<file path="config.mk">
export PLATFORM = sky130hd
export DESIGN_NAME = mem_arbiter
export DESIGN_NICKNAME = d
export VERILOG_FILES = /design/src/rtl/mem_arb_pkg.sv /design/src/rtl/mem_arb_pick.sv /design/src/rtl/mem_arbiter.sv
export SDC_FILE = /design/constraint.sdc
export NUM_CORES = 1
export LEC_CHECK = 0
export BUFFER_PORTS_ARGS = -buffer_cell sky130_fd_sc_hd__buf_4
export CAP_MARGIN = 40
export CORE_ASPECT_RATIO = 1.75
export CORE_MARGIN = 5
export CORE_UTILIZATION = 45
export CTS_CLUSTER_SIZE = 12
export DETAILED_ROUTE_END_ITERATION = 8
export HOLD_SLACK_MARGIN = 0.02
export PLACE_DENSITY = 0.78
export REMOVE_ABC_BUFFERS = 1
export SETUP_SLACK_MARGIN = 0.02
export SYNTH_ARGS = -nofsm -noshare
export SYNTH_HDL_FRONTEND = slang
export SYNTH_HIERARCHICAL = 1
export SYNTH_SLANG_ARGS = --single-unit
</file>
<file path="constraint.sdc">
create_clock -name clk -period 2 [get_ports clk]
set_clock_uncertainty 0.2 [all_clocks]
set_input_delay 0.4 -clock clk [delete_from_list [all_inputs] [get_ports clk]]
set_output_delay 0.4 -clock clk [all_outputs]
set_load 0.03 [all_outputs]
</file>
<file path="src/rtl/mem_arb_pkg.sv">
// Shared types and constants for the unified-memory arbiter.
// Consumed by mem_arb_pick and mem_arbiter.
package mem_arb_pkg;

    typedef enum logic [1:0] {
        IDLE   = 2'd0,
        ACCESS = 2'd1,
        WAIT   = 2'd2,
        RESP   = 2'd3
    } state_t;

    localparam logic OWN_CPU = 1'b0;
    localparam logic OWN_DBG = 1'b1;

    localparam int MEM_LAT_MAX = 15;
    localparam int CNT_W       = 4;

    function automatic logic other_owner(input logic owner);
        return ~owner;
    endfunction

endpackage

</file>
<file path="src/rtl/mem_arb_pick.sv">
// Combinational two-way pick between CPU (req[0]) and DBG (req[1]).
// Round-robin by default; fixed CPU priority when MEM_ARB_CPU_PRIO_EN is defined.
module mem_arb_pick
    import mem_arb_pkg::*;
(
    input  logic [1:0] req,
    input  logic       last_owner,
    output logic       winner,
    output logic       valid
);

    always_comb begin
        valid  = |req;
        winner = OWN_CPU;
        if (req[OWN_CPU] && req[OWN_DBG]) begin
`ifdef MEM_ARB_CPU_PRIO_EN
            winner = OWN_CPU;
`else
            winner = other_owner(last_owner);
`endif
        end else if (req[OWN_DBG]) begin
            winner = OWN_DBG;
        end
    end

endmodule

</file>
<file path="src/rtl/mem_arbiter.sv">
// Two-requester arbiter (CPU, DBG) for the core's unified memory: one access
// strobe per grant, MEM_LAT wait, registered response. Option: MEM_ARB_CPU_PRIO_EN.
module mem_arbiter
    import mem_arb_pkg::*;
#(
    parameter int AW      = 32,
    parameter int DW      = 32,
    parameter int MEM_LAT = 1
) (
    input  logic          clk,
    input  logic          rst,

    input  logic          cpu_req,
    input  logic          cpu_we,
    input  logic [AW-1:0] cpu_addr,
    input  logic [DW-1:0] cpu_wdata,
    output logic          cpu_gnt,
    output logic          cpu_rvalid,
    output logic [DW-1:0] cpu_rdata,

    input  logic          dbg_req,
    input  logic          dbg_we,
    input  logic [AW-1:0] dbg_addr,
    input  logic [DW-1:0] dbg_wdata,
    output logic          dbg_gnt,
    output logic          dbg_rvalid,
    output logic [DW-1:0] dbg_rdata,

    output logic          mem_en,
    output logic          mem_we,
    output logic [AW-1:0] mem_addr,
    output logic [DW-1:0] mem_wdata,
    input  logic [DW-1:0] mem_rdata,

    output logic          busy
);

    localparam logic [CNT_W-1:0] LAT_LAST = CNT_W'(MEM_LAT - 1);

    state_t             state;
    state_t             state_d;
    logic [CNT_W-1:0]   cnt_q;
    logic [CNT_W-1:0]   cnt_d;
    logic               owner_q;
    logic               last_owner_q;
    logic               we_q;
    logic [AW-1:0]      addr_q;
    logic [DW-1:0]      wdata_q;
    logic [DW-1:0]      rdata_q;

    logic               load;
    logic               capture;
    logic               pick_winner;
    logic               pick_valid;

    mem_arb_pick u_pick (
        .req        ({dbg_req, cpu_req}),
        .last_owner (last_owner_q),
        .winner     (pick_winner),
        .valid      (pick_valid)
    );

    always_ff @(posedge clk) begin
        if (rst) begin
            state <= IDLE;
            cnt_q <= '0;
        end else begin
            state <= state_d;
            cnt_q <= cnt_d;
        end
    end

    // Picks happen only in IDLE and RESP; RESP->ACCESS gives bubble-free back-to-back.
    always_comb begin
        state_d = state;
        cnt_d   = cnt_q;
        load    = 1'b0;
        capture = 1'b0;
        case (state)
            IDLE: begin
                if (pick_valid) begin
                    state_d = ACCESS;
                    load    = 1'b1;
                end
            end
            ACCESS: begin
                if (MEM_LAT == 1) begin
                    capture = 1'b1;
                    state_d = RESP;
                end else begin
                    cnt_d   = CNT_W'(1);
                    state_d = WAIT;
                end
            end
            WAIT: begin
                if (cnt_q == LAT_LAST) begin
                    capture = 1'b1;
                    cnt_d   = '0;
                    state_d = RESP;
                end else begin
                    cnt_d = cnt_q + CNT_W'(1);
                end
            end
            RESP: begin
                if (pick_valid) begin
                    state_d = ACCESS;
                    load    = 1'b1;
                end else begin
                    state_d = IDLE;
                end
            end
            default: state_d = IDLE;
        endcase
    end

    // Request fields are frozen at the pick so later input changes cannot leak into the access.
    always_ff @(posedge clk) begin
        if (rst) begin
            owner_q      <= OWN_CPU;
            last_owner_q <= OWN_DBG;
            we_q         <= 1'b0;
            addr_q       <= '0;
            wdata_q      <= '0;
            rdata_q      <= '0;
        end else begin
            if (load) begin
                owner_q      <= pick_winner;
                last_owner_q <= pick_winner;
                if (pick_winner == OWN_CPU) begin
                    we_q    <= cpu_we;
                    addr_q  <= cpu_addr;
                    wdata_q <= cpu_wdata;
                end else begin
                    we_q    <= dbg_we;
                    addr_q  <= dbg_addr;
                    wdata_q <= dbg_wdata;
                end
            end
            if (capture && !we_q) begin
                rdata_q <= mem_rdata;
            end
        end
    end

    assign mem_en     = (state == ACCESS);
    assign mem_we     = mem_en && we_q;
    assign mem_addr   = addr_q;
    assign mem_wdata  = wdata_q;

    assign cpu_gnt    = mem_en && (owner_q == OWN_CPU);
    assign dbg_gnt    = mem_en && (owner_q == OWN_DBG);
    assign cpu_rvalid = (state == RESP) && (owner_q == OWN_CPU);
    assign dbg_rvalid = (state == RESP) && (owner_q == OWN_DBG);
    assign cpu_rdata  = rdata_q;
    assign dbg_rdata  = rdata_q;

    assign busy       = (state != IDLE);

endmodule

</file>
# --- Yosys cells after proc, flatten, opt, wreduce, memory -nomap -nowiden ---
# Cells that the tools add are included.
totals:
  wordCells: 44
  register_bits: 105
  out_inout_bits: 135
  input_bits: 166
classes:
  bitwise_logic: 2
  muxes: 14
  reduce_logical: 14
  addsub: 1
  n_eq_ne: 5
ops:
  columns: ["cell", "count"]
  rows:
  - ["$mux W32", 2]
  - ["$pmux W2 S4", 1]
  - ["$logic_and A1 B1 Y1", 7]
  - ["$mux W1", 7]
  - ["$add A4 B1 Y4 const B", 1]
  - ["$eq A2 B2 Y1 const B", 2]
  - ["$logic_not A4 Y1", 1]
  - ["$mux W2", 2]
  - ["$mux W4", 1]
  - ["$ne A2 B2 Y1 const B", 2]
  - ["$reduce_or A2 Y1", 2]
  - ["$eq A2 B1 Y1 const B", 1]
  - ["$logic_not A2 Y1", 1]
  - ["$not A1 Y1", 2]
  - ["$pmux W1 S2", 1]
  - ["$reduce_and A2 Y1", 1]
  - ["$reduce_bool A2 Y1", 1]
  - ["$logic_not A1 Y1", 1]

# --- Depth between registers and ports, before layout ---
depth:
  word_depth: 4
  mapped_depth: 8
  mapped_depth_nobuf: 5

# --- Cells and area by module ---
# Netlist, hierarchy kept.
by_module_without_submodules:
  columns: ["module", "area_per_inst_um2", "cells_per_inst", "n_inst"]
  rows:
  - ["mem_arbiter", 5484.0, 575, 1]
  - ["mem_arb_pick", 13.8, 2, 1]

# --- Worst setup path after synthesis ---
# No wires, ideal clock.
synth_timing:
  path_kind: "flip-flop to output port"
  startpoint: "reg state[1]"
  endpoint: "out cpu_gnt"
  path_stages_with_launch: 6
  path_slack_ns: -0.399
  arrival_ns: 1.799
  path_cell_list: "dfxtp_1 inv_1 ha_1 buf_2 clkbuf_1 nor2b_1"
synth_via:
  elab_chain_cells: 2
synth_lines:
  columns: ["element", "line", "text"]
  rows:
  - ["start, declared", "mem_arbiter.sv:40", "state_t state;"]
  - ["start signal, assigned", "mem_arbiter.sv:68", "state <= state_d;"]
  - ["$eq A2 B1 Y1", "mem_arbiter.sv:145", "assign mem_en = (state == ACCESS);"]
  - ["via mem_en", "mem_arbiter.sv:29", "output logic mem_en,"]
  - ["$logic_and A1 B1 Y1", "mem_arbiter.sv:150", "assign cpu_gnt = mem_en && (owner_q == OWN_CPU);"]
  - ["end, declared", "mem_arbiter.sv:17", "output logic cpu_gnt,"]
# The timed path passes the listed nets, and every way through them passes these cells.

# --- Worst setup path after layout ---
layout_timing:
  startpoint: "reg state[1]"
  endpoint: "out dbg_gnt"
layout_via:
  elab_chain_cells: 2
layout_lines:
  columns: ["element", "line", "text"]
  rows:
  - ["$eq A2 B1 Y1", "mem_arbiter.sv:145", null]
  - ["$logic_and A1 B1 Y1", "mem_arbiter.sv:151", "assign dbg_gnt = mem_en && (owner_q == OWN_DBG);"]
  - ["end, declared", "mem_arbiter.sv:25", "output logic dbg_gnt,"]
# Every way passes these cells.

==> summary.md <==
| Metric | Value |
|---|---|
| Die width | `93.56 um` |
| Worst-path clk slew | `70 ps` |
| RSZ-0062 raised after global routing | `true` |
| CP max-delay cell | `dfxtp_2` |
| Hold Path Depth | `3` |
| Clk Latency, worst-skew pair | `330 ps` |
| Slew of the pin with the lowest slew margin | `383.2 ps` |
| Final Hold Fails | `0` |
| First-pass GRT wire length | `28030 um` |
| CTS root buf | `clkbuf_16` |
| Pre-Repair DR Iteration Count | `4` |
| Metal3 WL | `1419 um` |
| Syn Area/Cell | `9.528 um^2` |
| Post-route clock period utilization | `0.9491` |
| Hold Crit Class | `primary input to flop` |
| Clock sinks | `105` |
| Final-report setup violation count | `0` |
| Clock Power Share | `0.121` |
| Wl on met1 | `6377 um` |
| GR Util All Layers | `0.2368` |
| Post-CTS Hold Buffers | `0` |
| Ratio of cells with drive above 1 in the final layout | `0.4737` |
| CTS H-tree lvls | `3` |
| Wire per inst | `18.31 um` |
| Cells after Synth | `577` |
| Worst R2R Path Depth | `5` |
| Crit path cell chain | `inv_2, ha_4, and2_1, buf_4` |
| Synth Cell Area | `5498 um^2` |
| Core Region | `12000 um^2` |
| Post-route DRC | `0` |
| Number of synthesized register bits | `105` |
| Full die area | `14620 um^2` |
| Inst Count DP | `982` |
| Reg2Reg Setup Slack | `110 ps` |
| N_diodes | `0` |
| Nets | `1004` |
| Final cell count without fillers | `1001` |
| Peak supply drop | `1.063 mV` |
| Max-capacitance violation count | `0` |
| CTS buffer count | `9` |
| CTS tree | `built` |
| Setup crit start kind | `flop` |
| Fin worst setup slack | `101.8 ps` |
| Yosys cell types | `32` |
| Psw | `7.114 mW` |
| Sequential Power Share | `0.257` |
| Kind of critical path | `flop to primary output` |
| DP HPWL | `14160 um` |
| Routed vias | `5424` |
| Pwr dens | `1795 nW/um^2` |
| DR top layer | `met4` |
| Relative slew slack | `0.7445` |
| Arrival @ worst endpoint | `1300 ps` |
| Site row count | `53` |
| Sequential area share after synthesis | `0.3823` |
| # port buffers | `300` |
| I/O pin cnt | `301` |
| Period minus WS final | `1898 ps` |
| GPL Wtd Cong | `0.8629` |
| Crit path required time | `1400 ps` |
| Lkg Pwr | `3.749 nW` |
| YS warnings | `6` |
| Layout Area Growth over Synthesis | `48.73%` |
| Worst setup EP type | `primary output` |
| Setup_tns | `0 ps` |
| Max Root-Sink Buffers | `2` |
| DR vias/cell | `5.419` |
| Antenna violations before repair | `0` |
| Met2 WL | `10050 um` |
| Filler cells | `929` |
| ANT nets after route | `0` |
| Iter 0 DRT Violations | `195` |
| Run status | `finished clean` |
| Max Slew Vio Count | `0` |
| Crit-path max cell delay | `370 ps` |
| Pin count of the biggest net entering global routing | `69` |
| P_int | `7.565 mW` |
| DRT Wirelength | `18330 um` |
| Die height | `156.2 um` |
| Crit path max fanout | `4` |
| Switching Share | `0.4846` |
| Gr ovfl total | `0` |
| Power share of the combinational group | `0.623` |
| Worst slack, placed | `15.47 ps` |
| Vias in the first global route | `5606` |
| Max frequency | `0.5268 GHz` |
| Initial Utilization | `0.4580` |
layer usage:
metal / global-route usage / vias to the layer above
met5: 0 / -
met4: 0.08609 / 0
met3: 0.04810 / 35
met2: 0.4488 / 261
met1: 0.2544 / 2524
li1: - / 2604
power by group through the flow:
stage               clock network, mW  registers, mW  logic [mW]
finish                           1.77           3.77        9.14
global route                     1.89           3.88        9.73
CTS                              1.81           3.76        9.11
detailed placement                  0           3.78        8.99
global placement                    0           3.72        8.74
floorplan                           0           4.90        2.11
final cells by class:
type | instances | area, um^2 | share of cell area
clock inverters | 7 | 76.32 | 0.009334
flip-flops and latches | 105 | 2105 | 0.2574
repair buffers | 339 | 2681 | 0.3279
multi-input cells | 369 | 2856 | 0.3493
well taps | 165 | 206.4 | 0.02525
clock buffers | 9 | 225.2 | 0.02754
inverters | 7 | 26.28 | 0.003213
worst paths after layout:
| check | start | endpoint |
|---|---|---|
| worst max-delay path | state[1] | dbg_gnt |
| worst min-delay path | mem_rdata[4] | cpu_rdata[4] |
| worst max register to register | cnt_q[0] | state[0] |
| worst min register to register | mem_addr[3] | mem_addr[3] |
worst max-delay path: cells and delay by family, from the launching register on:
family | cells | cell delay (ps)
adder cells (fa/ha/maj) | 1 | 180
buffers and inverters | 2 | 240
flip-flops | 1 | 370
AND/OR/NAND/NOR | 1 | 160
layout by cell type (no fill, tap or decap), types with 2 or more instances in the layout:
master,netlist,final
o2111ai_1,32,32
dfxtp_2,0,2
clkbuf_16,0,9
inv_1,7,4
nor3b_1,32,32
buf_4,41,328
inv_2,0,2
nand2b_1,3,3
a21oi_1,4,4
buf_12,0,9
ha_1,7,5
nand2_1,39,39
nor2b_1,3,2
dfxtp_1,105,103
mux2i_1,67,67
a211oi_1,36,35
a211oi_2,30,31
clkinvlp_4,0,2
and2_1,3,3
nor2_1,69,69
a32oi_1,32,32
inv_6,0,2
ha_4,0,2
cell families after synthesis:
| kind of cell | after synthesis | share of synthesized area |
|---|---|---|
| and+or+nand+nor | 156 | 0.1377 |
| AOI/OAI and AO/OA | 137 | 0.2287 |
| DFF | 105 | 0.3823 |
| buffers and inverters | 103 | 0.1097 |
| muxes | 68 | 0.1240 |
| adders and majority gates | 7 | 0.01593 |
| xor gates and xnor gates | 1 | 0.001593 |
repair_timing:
action,in CTS,in global routing
gates resized for setup,4,6
pin swaps,0,0
endpoints found under the setup margin,8,66
buffers inserted,3,0
endpoints found under the hold margin,0,0
flip-flops by register name (all words and copies together), names as in the netlist:
signal / flops
we_q: 1
mem_addr: 32
state: 2
cpu_rdata: 32
last_owner_q: 1
owner_q: 1
mem_wdata: 32
cnt_q: 4
stage by stage:
stage          hold WS, ps    util  total power, mW  area [um^2]
6_report             118.1  0.6812            14.68         8177
5_1_grt              126.1  0.6812            15.50         8177
4_1_cts              103.6  0.6790            14.68         8150
3_5_place_dp         291.1  0.6497            12.77         7799
3_3_place_gp         279.6  0.6497            12.46         7799
2_1_floorplan        230.7       -            7.008         4921
cell usage after synthesis:
master,n,share of area
ha_1,7,0.016
a211o_1,1,0.0016
nand4_1,1,0.0011
a32oi_1,32,0.051
nor2b_1,3,0.0034
a21oi_1,4,0.0036
buf_2,20,0.018
buf_4,41,0.056
inv_1,7,0.0048
a21boi_1,1,0.0014
and2b_1,1,0.0014
xnor2_1,1,0.0016
nor3b_1,32,0.044
a211oi_2,30,0.068
o2111ai_1,32,0.051
nand3_1,1,0.00091
mux2i_1,67,0.12
and2_1,3,0.0034
nand2_1,39,0.027
clkbuf_1,29,0.020
or3b_1,1,0.0016
buf_6,5,0.010
a211oi_1,36,0.049
mux2_1,1,0.0020
nor4bb_1,1,0.0018
a2bb2oi_2,1,0.0027
nor2_1,69,0.047
or2_1,1,0.0011
nand2b_1,3,0.0034
nand4bb_1,1,0.0020
buf_1,1,0.00068
dfxtp_1,105,0.38
Power figures use the tool's default switching activity.
